**src/rtl/switch_scan_ctrl.sv**
```systemverilog
// switch_scan_ctrl: synchronises and debounces a 64-bit active-low DIP bank, publishes it as a
// four-word register file with a change interrupt. Define SWITCH_SNAPSHOT_EN for a tear-free high-word shadow.
module switch_scan_ctrl #(
    parameter int DEBOUNCE_CYCLES = 20000,
    parameter int CNT_W           = 16
) (
    input  logic        clk_i,
    input  logic        reset_ni,
    input  logic [63:0] dip_raw_i,
    input  logic        sel_i,
    input  logic        we_i,
    input  logic [1:0]  addr_i,
    input  logic [31:0] wdata_i,
    output logic [31:0] rdata_o,
    output logic        rvalid_o,
    output logic        irq_o
);

    typedef enum logic {
        IDLE   = 1'b0,
        SETTLE = 1'b1
    } state_e;

    localparam logic [CNT_W-1:0] RELOAD = CNT_W'(DEBOUNCE_CYCLES - 1);

    state_e           state_q, state_d;
    logic [63:0]      sync1_q, sync2_q;
    logic [63:0]      stable_q, stable_d;
    logic [63:0]      cand_q, cand_d;
    logic [CNT_W-1:0] cnt_q, cnt_d;
    logic             changed_q, changed_d;
    logic             primed_q, primed_d;
    logic             irqEn_q, irqEn_d;
    logic [31:0]      rdata_q, rdata_d;
    logic             rvalid_q, rvalid_d;
`ifdef SWITCH_SNAPSHOT_EN
    logic [31:0]      shadow_q, shadow_d;
`endif

    logic [63:0] syncWord;
    logic        rdStrobe;
    logic        wrStrobe;
    logic        commit;
    logic [30:0] unusedWdata;

    assign syncWord    = ~sync2_q;
    assign rdStrobe    = sel_i & ~we_i;
    assign wrStrobe    = sel_i & we_i;
    assign unusedWdata = wdata_i[31:1];

    always_ff @(posedge clk_i or negedge reset_ni) begin
        if (!reset_ni) begin
            state_q   <= IDLE;
            sync1_q   <= '0;
            sync2_q   <= '0;
            stable_q  <= '0;
            cand_q    <= '0;
            cnt_q     <= '0;
            changed_q <= 1'b0;
            primed_q  <= 1'b0;
            irqEn_q   <= 1'b0;
            rdata_q   <= '0;
            rvalid_q  <= 1'b0;
`ifdef SWITCH_SNAPSHOT_EN
            shadow_q  <= '0;
`endif
        end else begin
            state_q   <= state_d;
            sync1_q   <= dip_raw_i;
            sync2_q   <= sync1_q;
            stable_q  <= stable_d;
            cand_q    <= cand_d;
            cnt_q     <= cnt_d;
            changed_q <= changed_d;
            primed_q  <= primed_d;
            irqEn_q   <= irqEn_d;
            rdata_q   <= rdata_d;
            rvalid_q  <= rvalid_d;
`ifdef SWITCH_SNAPSHOT_EN
            shadow_q  <= shadow_d;
`endif
        end
    end

    // Any change of the synced word while settling restarts the window, even a bounce back
    // to the committed value; the window always runs out and commits whatever it holds.
    always_comb begin
        state_d   = state_q;
        stable_d  = stable_q;
        cand_d    = cand_q;
        cnt_d     = cnt_q;
        changed_d = changed_q;
        primed_d  = primed_q;
        irqEn_d   = irqEn_q;
        rdata_d   = rdata_q;
        rvalid_d  = rdStrobe;
        commit    = 1'b0;
`ifdef SWITCH_SNAPSHOT_EN
        shadow_d  = shadow_q;
`endif

        case (state_q)
            IDLE: begin
                if (syncWord != stable_q) begin
                    cand_d  = syncWord;
                    cnt_d   = RELOAD;
                    state_d = SETTLE;
                end
            end
            SETTLE: begin
                if (syncWord != cand_q) begin
                    cand_d = syncWord;
                    cnt_d  = RELOAD;
                end else if (cnt_q == '0) begin
                    stable_d = cand_q;
                    state_d  = IDLE;
                    commit   = 1'b1;
                    primed_d = 1'b1;
                end else begin
                    cnt_d = cnt_q - CNT_W'(1);
                end
            end
            default: state_d = IDLE;
        endcase

        // The power-up commit is silent, and a commit beats a same-cycle clear.
        if (wrStrobe && addr_i == 2'd2 && wdata_i[0]) begin
            changed_d = 1'b0;
        end
        if (commit && primed_q) begin
            changed_d = 1'b1;
        end
        if (wrStrobe && addr_i == 2'd3) begin
            irqEn_d = wdata_i[0];
        end

        if (rdStrobe) begin
            case (addr_i)
                2'd0: rdata_d = stable_q[31:0];
`ifdef SWITCH_SNAPSHOT_EN
                2'd1: rdata_d = shadow_q;
`else
                2'd1: rdata_d = stable_q[63:32];
`endif
                2'd2: rdata_d = {29'b0, primed_q, (state_q == SETTLE), changed_q};
                default: rdata_d = {31'b0, irqEn_q};
            endcase
`ifdef SWITCH_SNAPSHOT_EN
            if (addr_i == 2'd0) begin
                shadow_d = stable_q[63:32];
            end
`endif
        end
    end

    always_comb begin
        irq_o    = changed_q & irqEn_q;
        rdata_o  = rdata_q;
        rvalid_o = rvalid_q;
    end

endmodule

```
**config.mk**
```make
export PLATFORM = sky130hd
export DESIGN_NAME = switch_scan_ctrl
export DESIGN_NICKNAME = d
export VERILOG_FILES = /design/src/rtl/switch_scan_ctrl.sv
export SDC_FILE = /design/constraint.sdc
export NUM_CORES = 1
export LEC_CHECK = 0
export CAP_MARGIN = 20
export CORE_ASPECT_RATIO = 0.9
export CORE_MARGIN = 4
export CORE_UTILIZATION = 45
export DETAILED_ROUTE_END_ITERATION = 6
export PLACE_DENSITY_LB_ADDON = 0.12
export SYNTH_ARGS = -nofsm -noshare
export SYNTH_HDL_FRONTEND = slang
export SYNTH_SLANG_ARGS = --single-unit
```
**constraint.sdc**
```tcl
create_clock -name clk_i -period 3.5 [get_ports clk_i]
set_input_delay 0.7 -clock clk_i [delete_from_list [all_inputs] [get_ports clk_i]]
set_output_delay 0.7 -clock clk_i [all_outputs]
set_load 0.02 [all_outputs]
```
==> impl_metrics.csv, run 1 <==
group,metric,value,unit
run_status,status,"finished, final reports clean",
grt,grt_pass1_wl,43710,um
place,placed_area,0.01373,mm2
yosys,synth_cell_type_count,50,
detailed_routing,post_drt_wl_per_cell,19.43,um
yosys,synth_area_leader_cell,"dfrtp_1",
yosys,synth.most_common_cell,"dfrtp_1",
detailed_routing,via_per_inst,5.162,
yosys,synth_ff_type,"dfrtp_1",
yosys,syn_inst,923,
yosys,ys_seq_elements,309,
sta,tightest_slew,745.8,ps
clock_tree,ctsRootBufferMaster,"clkbuf_16",
final_layout,areaGrowthSynthToFinish,22.73,%
yosys,syn_area_per_cell,13.22,um2
sta,final.period_utilization,0.7828,
sta,slew_viol_final,0,
die,die_h,164.2,um
grt,gr-usage-all-layers,0.1892,
yosys,synth_area_leaders,"dfrtp_1 63%, mux2i_1 7.8%, xor2_1 3.6%",
detailed_routing,drc_errors,0,
sta,fin_hold_ws,171.9,ps
place,port_buffers,104,
clock_tree,ctsResizeCount,0,
place,gp_congestion,0.8533,
sta,max_freq,0.3650,GHz
clock_tree,cts.htree.levels,2,
place,dpl.cell_count,1363,
final_layout,fill_cells,2190,
die,num_rows,56,
die,dieArea,0.02982,mm2
die,die_w,181.6,um
critical_path,crit_type,"reg -> reg",
clock_tree,tritoncts,"done",
sta,fin_skew,10.66,ps
yosys,synth_nets,1027,
pwr,power,8.095,mW
pwr,p_leak,6.766,nW
sta,relSlewSlack,0.4982,
detailed_routing,wl,27620,um
grt,antenna_found_initial,0,
critical_path,worst_setup_path_end_kind,"register",
critical_path,cp.required,3910,ps
final_layout,final_layout_size_suffix_gt1_frac,0.1117,
critical_path,critPathLaunchType,"register",
clock_tree,cts_buffers,34,
detailed_routing,drt-initial-drc-count,460,
pwr,ir_worst_vdd,0.3277,mV
final_layout,multiInputGateArea,0.004064,mm2
clock_tree,clk_latency,500,ps
place,dp_hpwl,19360,um
clock_tree,clkTransAtPathRegs,60,ps
final_layout,post-route-cell-area,0.01498,mm2
yosys,synth_edf_count,0,
sta,rsz0062_at_grt,"no",
yosys,synth_top_area_frac,0.6337,
sta,setup_viol,0,
detailed_routing,dr.pass1.iters,5,
grt,grt_overflow,0,
detailed_routing,antenna_left,0,
grt,grt_max_degree,81,
yosys,yosysWarnings,0,
clock_tree,cts.path.max_buffers,3,
pwr,powerDensity,540.5,mW/mm2
clock_tree,cts_sinks,309,
sta,hold_viol_final,0,
die,io_pins,136,
grt,first_global_vias,7477,
worst_hold_path,hold_path_class,"in -> async",
critical_path,reg2reg_slack,760,ps
yosys,netlist_area,0.01220,mm2
sta,tns,0,ps
final_layout,num_antenna_cells,0,
clock_tree,post_cts_buffers,0,
flow_run,max_cap_viol_count,0,
critical_path,path_max_fanout,16,
final_layout,seq_area,0.007732,mm2
final_layout,layout.nets,1155,
die,start_util,0.4620,
yosys,yosys-top-cells-count,"309 x dfrtp_1, 95 x mux2i_1, 71 x inv_1, 50 x xor2_1, 49 x nand2_1",
yosys,ys_seq_area_frac,0.6337,
detailed_routing,num_vias,7341,
yosys,async_reset_ff_frac,1.000,
die,fp.coreArea,0.02642,mm2
sta,min_period,2740,ps
critical_path,cp.arrival,3150,ps
clock_tree,ctsHoldBuffers,0,
final_layout,layout.cells.non_filler,1422,
[placed cells by master, fill, tap and decap left out, types with 12 or more instances in the layout]
master,n
o21ai_0,36
xnor2_1,47
clkdlybuf4s50_1,102
dfrtp_1,309
clkbuf_16,35
nand2_1,49
xor2_1,50
nor4_1,22
inv_1,71
nand3_1,20
mux2i_1,95
mux2_1,38
mux2_2,29
nand4_1,23
buf_4,17
nor2_1,12
[metal layers]
layer / GRT usage / share of wire / vias up
li1: - / - / 3460
met1: 0.2937 / 0.50 / 3643
met2: 0.2789 / 0.43 / 196
met3: 0.03410 / 0.053 / 42
met4: 0.04263 / 0.018 / 0
met5: 0 / 0 / -
[final timing paths]
| check | startpoint | endpoint | cells past startpoint |
|---|---|---|---|
| min in group clk_i | sync1_q[20] | sync2_q[20] | 0 |
| setup / recovery | sync2_q[22] | cand_q[3] | 7 |
| hold / removal | reset_ni | sync1_q[58] | 1 |
| setup reg to reg | sync2_q[22] | cand_q[3] | 7 |
| max in group asynchronous | reset_ni | sync2_q[7] | 2 |
| hold reg to reg | sync1_q[20] | sync2_q[20] | 0 |
[logic make-up after synthesis]
group / count (synthesis) / synth area share
DFF: 309 / 0.6337
muxes: 163 / 0.1416
and+or+nand+nor: 155 / 0.06665
buffers and inverters: 103 / 0.03527
xor gates and xnor gates: 97 / 0.06962
AOI/OAI and AO/OA: 94 / 0.05116
adders and majority gates: 2 / 0.002050
[registers in the layout, indices dropped and copies added, names as in the netlist]
register and cells:
sync1_q 64, changed_q 1, irqEn_q 1, cand_q 64, primed_q 1, state_q 1, rvalid_o 1, sync2_q 64
rdata_o 32, stable_q 64, cnt_q 16
[final cells by class]
| type | instances | share of cell area |
|---|---|---|
| sequential | 309 | 0.5163 |
| multi-input combinational | 511 | 0.2713 |
| timing repair buffer | 124 | 0.08204 |
| clock buffer | 45 | 0.06633 |
| tap | 348 | 0.02907 |
| inverter | 71 | 0.01779 |
| clock inverter | 14 | 0.01713 |
[where the power goes]
group          switching [mW]  internal [mW]
clock                    1.40           2.51
combinational           0.201          0.183
sequential              0.108           3.69
total                    1.71           6.39
[per-stage QoR]
stage	setup slack (ps)	utilization
2_1_floorplan	1088	-
3_3_place_gp	763.5	0.5197
3_5_place_dp	772.0	0.5197
4_1_cts	734.3	0.5670
5_1_grt	561.9	0.5670
6_report	760.1	0.5670
[worst max-delay path, cell delays in order (launching register included)]
cell	delay (ps)
dfrtp_1	460
a22o_1	240
nor4_1	310
nand4_1	300
nor4_1	530
o2bb2ai_4	200
buf_4	360
mux2i_1	250
Power figures use the tool's default switching activity.
==> run 2: changes to the inputs <==
clock period = 2.84 ns   (was 3.5 ns; I/O delays follow)
==> impl_metrics.csv, run 2 (synthesized netlist as in run 1, its figures left out) <==
group,metric,value,unit
final_layout,fill_cells,2170,
clock_tree,post_cts_buffers,0,
detailed_routing,post_drt_wl_per_cell,19.30,um
sta,tightest_slew,688.4,ps
clock_tree,ctsRootBufferMaster,"clkbuf_16",
pwr,power_frac_comb,0.049,
critical_path,cp.arrival,3050,ps
final_layout,seq_area,0.007732,mm2
detailed_routing,wl_met1,13570,um
final_layout,final_cell_mix,"309 x dfrtp_1, 102 x clkdlybuf4s50_1, 95 x mux2i_1",
clock_tree,cts_buffers,34,
sta,slew_viol_final,0,
die,die_h,164.2,um
pwr,ir_worst_vdd,0.4198,mV
clock_tree,clkTransAtPathRegs,60,ps
sta,final.period_utilization,0.9233,
critical_path,critPathLaunchType,"register",
critical_path,crit_type,"reg -> reg",
final_layout,final_layout_size_suffix_gt1_frac,0.1213,
pwr,netSwitchingPower,2.166,mW
pwr,powerDensity,647.4,mW/mm2
die,start_util,0.4620,
sta,hold_viol_final,0,
detailed_routing,wl,27710,um
grt,grt_pass1_wl,44260,um
clock_tree,cts_sinks,309,
clock_tree,tritoncts,"done",
place,port_buffers,104,
worst_hold_path,hold_path_class,"in -> async",
clock_tree,ctsResizeCount,0,
clock_tree,cts.htree.levels,2,
final_layout,multiInputGateArea,0.004064,mm2
place,gp_congestion,0.8759,
sta,relSlewSlack,0.5411,
sta,fin_skew,13.97,ps
sta,setup_viol,0,
grt,first_global_vias,7636,
place,placed_area,0.01390,mm2
detailed_routing,via_per_inst,5.189,
flow_run,max_cap_viol_count,0,
critical_path,cp.required,3260,ps
final_layout,areaGrowthSynthToFinish,23.58,%
run_status,status,"finished, final reports clean",
detailed_routing,dr.pass1.iters,7,
detailed_routing,drt-initial-drc-count,493,
die,num_rows,56,
place,dp_hpwl,19300,um
die,fp.coreArea,0.02642,mm2
grt,gr-usage-all-layers,0.1910,
detailed_routing,dr.max_layer_used,"met4",
pwr,power.share.clock,0.471,
clock_tree,cts.path.max_buffers,3,
die,dieArea,0.02982,mm2
critical_path,worst_setup_path_end_kind,"register",
final_layout,final_common_cell,"dfrtp_1",
pwr,p_sw_frac,0.2218,
detailed_routing,num_vias,7452,
sta,max_freq,0.3814,GHz
grt,grt_overflow,0,
sta,tns,0,ps
grt,antenna_found_initial,0,
die,die_w,181.6,um
final_layout,num_antenna_cells,0,
detailed_routing,dr_wl_met2,12050,um
grt,grt_max_degree,69,
critical_path,rr_startpoint,"sync2_q[44]",
critical_path,cp-startpoint,"sync2_q[44]",
detailed_routing,antenna_left,0,
detailed_routing,drc_errors,0,
sta,min_period,2622,ps
final_layout,post-route-cell-area,0.01508,mm2
clock_tree,ctsHoldBuffers,0,
pwr,p_leak,6.814,nW
clock_tree,clk_latency,510,ps
die,io_pins,136,
pwr,power,9.764,mW
pwr,p_int,7.598,mW
critical_path,path_max_fanout,28,
final_layout,layout.nets,1168,
pwr,seq_power_share,0.480,
sta,rsz0062_at_grt,"no",
detailed_routing,wl_met3,1487,um
==> run 2: power by group through the flow <==
stage          Sequential, mW  Clock, mW  Combinational [mW]
6_report                 4.68       4.60               0.482
5_1_grt                  4.70       4.91               0.534
4_1_cts                  4.68       4.70               0.494
3_5_place_dp             4.76          0               0.490
3_3_place_gp             4.76          0               0.487
2_1_floorplan            4.73          0               0.193
==> run 2: layout make-up <==
type	count	area share
Clock buffer	43	0.06198
Clock inverter	17	0.01634
Inverter	71	0.01767
Multi-Input combinational cell	511	0.2695
Sequential cell	309	0.5127
Tap cell	348	0.02887
Timing Repair Buffer	137	0.09292
==> run 2: worst paths after layout <==
path	endpoint	slack [ps]	cells after the start
hold / removal	sync1_q[58]	20	1
hold reg to reg	sync2_q[29]	340	0
min in group clk_i	sync2_q[29]	340	0
setup / recovery	cand_q[13]	220	10
setup reg to reg	cand_q[13]	220	10
max in group asynchronous	sync1_q[14]	2120	2
==> run 2: metrics by stage <==
stage / setup slack, ps / hold slack (ps) / std cells / utilization
5_1_grt: 80.72 / 56.77 / 1436 / 0.5709
3_5_place_dp: 250.2 / 334.7 / 1376 / 0.5262
6_report: 218.0 / 24.12 / 1436 / 0.5709
2_1_floorplan: 428.2 / 272.4 / 923 / -
4_1_cts: 229.4 / 38.65 / 1436 / 0.5709
3_3_place_gp: 245.9 / 333.8 / 1376 / 0.5262
==> run 2: per-layer routing <==
layer,global-route usage,vias up
met4,0.05116,0
met1,0.2940,3735
li1,-,3478
met5,0,-
met3,0.03499,47
met2,0.2804,192
==> run 2: worst max-delay path, stage by stage (launching register included) <==
cell       delay (ps)
dfrtp_1           420
xnor2_1           170
nor4_1            370
buf_4             200
nand4_1           180
nor3_2            230
buf_4             160
buf_4             110
o2bb2ai_4         170
buf_12            270
mux2i_1           230
